==> src/rtl/cpu_mem_arbiter_pkg.sv <==
// ============================================================================
// Package  : cpu_mem_arbiter_pkg
// Brief    : Shared state/grant encodings and default widths for the arbiter.
// Revision : 1.0 - initial release
// ============================================================================
`default_nettype none

package cpu_mem_arbiter_pkg;

    localparam int C_DEF_ADDR_W = 32;
    localparam int C_DEF_DATA_W = 32;
    localparam int C_STALL_W    = 32;

    typedef enum logic [5:0] {
        ST_IDLE   = 6'b000001,
        ST_I_REQ  = 6'b000010,
        ST_I_RESP = 6'b000100,
        ST_D_WREQ = 6'b001000,
        ST_D_RREQ = 6'b010000,
        ST_D_RESP = 6'b100000
    } arb_state_t;

    typedef enum logic {
        GNT_I = 1'b0,
        GNT_D = 1'b1
    } grant_t;

endpackage

`default_nettype wire

==> src/rtl/cpu_mem_arbiter_arb_pick.sv <==
// ============================================================================
// Module   : arb_pick
// Brief    : Two-way picker, fixed data priority or round-robin on a tie.
// Revision : 1.0 - initial release
// ============================================================================
`default_nettype none

module arb_pick
    import cpu_mem_arbiter_pkg::*;
(
    input  logic [1:0] req,     // [1] = data side, [0] = fetch side
    input  grant_t     last,
    input  logic       d_prio,
    output grant_t     gnt
);

    always_comb begin
        gnt = GNT_I;
        case (req)
            2'b01:   gnt = GNT_I;
            2'b10:   gnt = GNT_D;
            2'b11:   gnt = (d_prio || (last == GNT_I)) ? GNT_D : GNT_I;
            default: gnt = last;    // no requester; result is ignored
        endcase
    end

endmodule

`default_nettype wire

==> src/rtl/cpu_mem_arbiter.sv <==
// ============================================================================
// Module   : cpu_mem_arbiter
// Brief    : Shares one memory port between fetch and load/store channels.
// Revision : 1.0 - initial release
// ============================================================================
`default_nettype none

module cpu_mem_arbiter
    import cpu_mem_arbiter_pkg::*;
#(
    parameter int ADDR_W = C_DEF_ADDR_W,
    parameter int DATA_W = C_DEF_DATA_W,
    parameter int D_PRIO = 1
) (
    input  logic                  clk,
    input  logic                  rst,

    input  logic [ADDR_W-1:0]     i_req_addr,
    input  logic                  i_req_valid,
    output logic                  i_req_ack,
    output logic [DATA_W-1:0]     i_rdata,
    output logic                  i_rdata_valid,
    input  logic                  i_rdata_ack,

    input  logic [ADDR_W-1:0]     d_addr,
    input  logic                  d_wen,
    input  logic                  d_ren,
    input  logic [DATA_W-1:0]     d_wdata,
    input  logic [DATA_W/8-1:0]   d_wstrb,
    output logic                  d_req_ack,
    output logic [DATA_W-1:0]     d_rdata,
    output logic                  d_rdata_valid,
    input  logic                  d_rdata_ack,

    output logic [ADDR_W-1:0]     m_addr,
    output logic                  m_wen,
    output logic                  m_ren,
    output logic [DATA_W-1:0]     m_wdata,
    output logic [DATA_W/8-1:0]   m_wstrb,
    input  logic                  m_req_ack,
    input  logic [DATA_W-1:0]     m_rdata,
    input  logic                  m_rdata_valid,
    output logic                  m_rdata_ack,

    output logic [C_STALL_W-1:0]  stall_cnt
);

    arb_state_t             r_state;
    arb_state_t             w_state_nxt;
    grant_t                 r_last_grant;
    grant_t                 w_gnt;
    logic [C_STALL_W-1:0]   r_stall_cnt;
    logic                   w_d_req;
    logic                   w_any_req;
    logic                   w_i_stall;
    logic                   w_d_stall;

    assign w_d_req   = d_wen | d_ren;
    assign w_any_req = w_d_req | i_req_valid;

    arb_pick u_arb_pick (
        .req    ({w_d_req, i_req_valid}),
        .last   (r_last_grant),
        .d_prio (D_PRIO != 0),
        .gnt    (w_gnt)
    );

    // A requester is stalled whenever it is valid but its own states are not active.
    assign w_i_stall = i_req_valid &
                       ~((r_state == ST_I_REQ) | (r_state == ST_I_RESP));
    assign w_d_stall = w_d_req &
                       ~((r_state == ST_D_WREQ) | (r_state == ST_D_RREQ) |
                         (r_state == ST_D_RESP));

    always_ff @(posedge clk) begin
        if (rst) begin
            r_state      <= ST_IDLE;
            r_last_grant <= GNT_I;
            r_stall_cnt  <= '0;
        end else begin
            r_state <= w_state_nxt;
            if ((r_state == ST_IDLE) && w_any_req) begin
                r_last_grant <= w_gnt;
            end
            if (w_i_stall | w_d_stall) begin
                r_stall_cnt <= r_stall_cnt + 1'b1;
            end
        end
    end

    assign stall_cnt = r_stall_cnt;

    always_comb begin
        w_state_nxt   = r_state;
        i_req_ack     = 1'b0;
        i_rdata       = '0;
        i_rdata_valid = 1'b0;
        d_req_ack     = 1'b0;
        d_rdata       = '0;
        d_rdata_valid = 1'b0;
        m_addr        = '0;
        m_wen         = 1'b0;
        m_ren         = 1'b0;
        m_wdata       = '0;
        m_wstrb       = '0;
        m_rdata_ack   = 1'b0;

        case (r_state)
            ST_IDLE: begin
                // Stray read data (e.g. after a reset mid-response) is drained here.
                m_rdata_ack = m_rdata_valid;
                if (w_any_req) begin
                    if (w_gnt == GNT_D) begin
                        w_state_nxt = d_wen ? ST_D_WREQ : ST_D_RREQ;
                    end else begin
                        w_state_nxt = ST_I_REQ;
                    end
                end
            end

            ST_I_REQ: begin
                m_ren     = 1'b1;
                m_addr    = i_req_addr;
                i_req_ack = m_req_ack;
                if (m_req_ack) begin
                    w_state_nxt = ST_I_RESP;
                end
            end

            ST_I_RESP: begin
                i_rdata       = m_rdata;
                i_rdata_valid = m_rdata_valid;
                m_rdata_ack   = i_rdata_ack;
                if (m_rdata_valid && i_rdata_ack) begin
                    w_state_nxt = ST_IDLE;
                end
            end

            ST_D_WREQ: begin
                m_wen     = 1'b1;
                m_addr    = d_addr;
                m_wdata   = d_wdata;
                m_wstrb   = d_wstrb;
                d_req_ack = m_req_ack;
                if (m_req_ack) begin
                    w_state_nxt = ST_IDLE;
                end
            end

            ST_D_RREQ: begin
                m_ren     = 1'b1;
                m_addr    = d_addr;
                d_req_ack = m_req_ack;
                if (m_req_ack) begin
                    w_state_nxt = ST_D_RESP;
                end
            end

            ST_D_RESP: begin
                d_rdata       = m_rdata;
                d_rdata_valid = m_rdata_valid;
                m_rdata_ack   = d_rdata_ack;
                if (m_rdata_valid && d_rdata_ack) begin
                    w_state_nxt = ST_IDLE;
                end
            end

            default: begin
                w_state_nxt = ST_IDLE;
            end
        endcase
    end

endmodule

`default_nettype wire

==> config.mk <==
export PLATFORM = sky130hd
export DESIGN_NAME = cpu_mem_arbiter
export DESIGN_NICKNAME = d
export VERILOG_FILES = /design/src/rtl/cpu_mem_arbiter_pkg.sv /design/src/rtl/cpu_mem_arbiter_arb_pick.sv /design/src/rtl/cpu_mem_arbiter.sv
export SDC_FILE = /design/constraint.sdc
export NUM_CORES = 1
export LEC_CHECK = 0
export BUFFER_PORTS_ARGS = -buffer_cell sky130_fd_sc_hd__buf_2
export CELL_PAD_IN_SITES_DETAIL_PLACEMENT = 0
export CELL_PAD_IN_SITES_GLOBAL_PLACEMENT = 1
export CORE_MARGIN = 2
export CORE_UTILIZATION = 23
export DETAILED_ROUTE_END_ITERATION = 6
export GPL_TIMING_DRIVEN = 0
export PLACE_DENSITY = 0.79
export SYNTH_ARGS = -nofsm -noshare
export SYNTH_HDL_FRONTEND = slang
export SYNTH_HIERARCHICAL = 1
export SYNTH_SLANG_ARGS = --single-unit
==> constraint.sdc <==
create_clock -name clk -period 2.75 [get_ports clk]
set_clock_uncertainty 0.1 [all_clocks]
set_input_delay 0.6875 -clock clk [delete_from_list [all_inputs] [get_ports clk]]
set_output_delay 0.6875 -clock clk [all_outputs]
set_load 0.03 [all_outputs]
==> results.md <==
* Run status: complete, but fails checks
* Violated checks: setup timing
* Wire length of the first global-routing pass at 26,000 microns
* Clock tree from TritonCTS: done
* Max-Cap Viols at 0
* Reported net switching power at 906 uW
* Data arrival time of the critical path at 2090 ps
* Drc violations at 0
* Static leakage at 0.00321 uW
* Async set-reset flop share out of synthesis at 0%
* Worst Slack Setup Final at -127 ps
* Cell-internal power at 1620 uW
* Worst path slowest cell: or4_4
* Length of the first detailed-routing pass in iterations at 4
* Clock network power share at 27.2%
* Critical path class: flop to output pin
* End of the worst register-to-register path: stall_cnt[0]$_SDFFE_PP0P_
* Fraction of layout instances using a drive strength above 1 at 66.3%
* Netlist area before placement at 3160 sq um
* Cell accounting for the most synthesized area: dfxtp_1
* Number of buffers added on ports at 310
* Largest driver fanout on the critical path at 7
* CTS Buf Count at 5
* Final wirelength at 18,500 microns
* Layout Area Growth over Synthesis at 116%
* Die Wd at 121 microns
* Total half-perimeter wirelength after legalization and detailed placement at 14,100 microns
* GR Util All Layers at 23.6%
* HP Class: flop to flop
* Sum of negative setup slack at -7950 ps
* Initial antenna violation count at 5
* Residual overflow from global routing at 0
* Comb power frac at 47.1%
* Detail Route Antenna Nets at 0
* Vertical extent of the die at 121 microns
* Placer's final routability congestion estimate at 0.936
* Gate Count Post-Synth at 406
* Final setup fails at 132
* Synth cell types at 50
* Crit path to: m_wdata[18]
* Post-synth EDFFs at 0
* Switching power share of the total at 35.9%
* Average wire per cell in the routed design at 19.8 microns
* Cell Chain, Critical Path: or4_4, nor3b_4, buf_6, clkbuf_16, and2_4, buf_6
* Initial DRC count at 216
* Flops & latches, synth at 39
* Cell with the most instances after synthesis: and2_1
* Cell occurring most often along the worst timing path: buf_6
* Worst-margin pin slew at 579 ps
* Achievable clock frequency at 0.348 GHz
* Max transition margin at 61.0%
* Via count of the first global-routing pass at 4,476
* Minimum clock period after layout at 2880 ps
* Synth Net Count at 548
* Number of synthesis warnings at 6
* Number of clock sinks at 39
* Timing startpoint of the critical path: r_state[0]$_SDFFE_PP1P_
* Share of synthesized area occupied by flip-flops and latches at 24.7%
* Worst flop-to-flop path startpoint: r_state[4]$_SDFFE_PP0P_
* Count of boundary I/O pins at 312
* Main area contributors after synthesis: dfxtp_1 25%, and2_1 20%, a22o_1 9.1%
* Power density cells at 370 nW/um^2
* CP Capture Type: output pin
* CP Data Required Time at 1960 ps
* Area of the die at 14,700 sq um
* Number of nets in the layout at 891
* Clock insertion delay at the later pin of the skew report at 290 ps
* Routed vias at 4,571
* Sequential Power Share at 25.7%
* Final hold vios at 0
* Fraction of post-synthesis cell area in the top cell type by area at 24.7%
* Maximum number of pins on one net before global-route repair at 13
* CTS H-Tree Depth at 2
* Average cell area after synthesis at 7.78 sq um
* Initial core utilization at 23.7%
* Number of standard-cell rows in the floorplan at 42
* Root Driver: clkbuf_16
* FILL cells at 1,260
* RSZ-0062 raised after global routing: yes
* Final clock period utilization by the worst path at 105%
* Routed vias/inst at 4.92
* Hold_sp: stall_cnt[31]$_SDFFE_PP0P_
* Peak VDD IR at 0.212 mV
* Final Instance Area at 6820 sq um
* Count of cells along the worst register-to-register path at 8
* Most common flop cell mapped by yosys: dfxtp_1
* Post-placement cell area at 4940 sq um
* Commonest cells post-synth: 103 x and2_1, 39 x dfxtp_1, 33 x a22o_1
* Worst stage delay on the critical path at 570 ps
* Clock transition at the registers of the reported paths at 60 ps
* Std-Cell Core Area at 13,300 sq um
* Max-slew violation count at 0
* Critical Path Start Type: flop
* Setup slack of the most critical reg-to-reg path at 390 ps
* CTS Buffer Depth at 2
-- power groups by stage --
stage                     Combinational (uW)  Sequential, uW  Clock (uW)
final                                   1190             649         687
after detailed placement                 879             640           0
after global routing                    1250             653         721
after floorplan                          555             647           0
after global placement                   880             639           0
after CTS                               1170             645         694
-- critical path, delay by kind of cell, from the launching register on --
family / cells / cell delay, ps
buffers and inverters: 3 / 460
DFF: 1 / 350
and+or+nand+nor: 3 / 990
-- cell usage in the layout, fill, tap and decap left out, types with 15 or more instances in the layout --
cell type / synthesis / routed
nand3_1: 16 / 16
dfxtp_1: 39 / 34
nand2_1: 20 / 17
a21oi_1: 30 / 30
and2_4: 0 / 101
buf_2: 4 / 176
buf_6: 6 / 154
a22o_1: 33 / 32
or3_1: 15 / 15
buf_8: 0 / 15
-- layer usage --
metal,track usage [%],up-vias,wire length [microns]
met5,0,-,0
li1,-,2174,-
met4,13.7,0,934
met3,2.91,39,1040
met1,25.0,2125,6240
met2,44.4,233,10200
-- cells by family (layout without fill, tap and decap cells) --
kind of cell             after synthesis  count (layout)  share of synthesized area (%)
AO/OA/AOI/OAI                        103             103                           22.9
XOR/XNOR                               4               4                           1.11
adder cells (fa/ha/maj)                1               1                          0.396
buffers and inverters                 38             382                           6.10
flip-flops                            39              39                           24.7
multiplexers                           4               4                           1.43
other                                  1               5                          0.119
AND/OR/NAND/NOR                      216             216                           43.3
-- state kept, by name, summed over array words and instances, names as in the netlist --
signal        flops
r_last_grant      1
r_state           6
stall_cnt        32
-- worst min-delay path by stage --
stage                                            end  depth (start not counted)
after floorplan            r_last_grant$_SDFFE_PP0P_                          2
after global placement    stall_cnt[31]$_SDFFE_PP0P_                          2
after detailed placement  stall_cnt[31]$_SDFFE_PP0P_                          2
after CTS                 stall_cnt[31]$_SDFFE_PP0P_                          2
after global routing      stall_cnt[31]$_SDFFE_PP0P_                          2
final                     stall_cnt[31]$_SDFFE_PP0P_                          2
-- layout make-up --
class                           count  area, sq um  share of cell area (%)
Timing Repair Buffer              340         2790                    40.9
Multi-Input combinational cell    329         2500                    36.7
Sequential cell                    39          797                    11.7
Buffer                             26          297                    4.35
Tap cell                          176          220                    3.23
Clock buffer                        6          139                    2.04
Clock inverter                      2         35.0                   0.514
Inverter                            8         30.0                   0.440
Antenna cell                        4         10.0                   0.147
-- through the flow --
step                total power [uW]  utilization [%]  instances  hold slack (ps)  setup slack (ps)
finish                          2520             51.1        930              386              -127
floorplan                       1200                -        406              367              51.0
global placement                1520             37.0        892              368              -508
detailed placement              1520             37.0        892              381              -523
global route                    2630             51.1        929              421              -161
CTS                             2510             50.4        926              389              -162
-- repair_timing --
item | CTS | global route
setup buffers | 20 | 0
endpoints found under the setup margin | 139 | 138
resized for setup | 444 | 43
hold buffers | 0 | 0
cloned | 9 | 3
pin swaps | 111 | 18
Power figures use the tool's default switching activity.
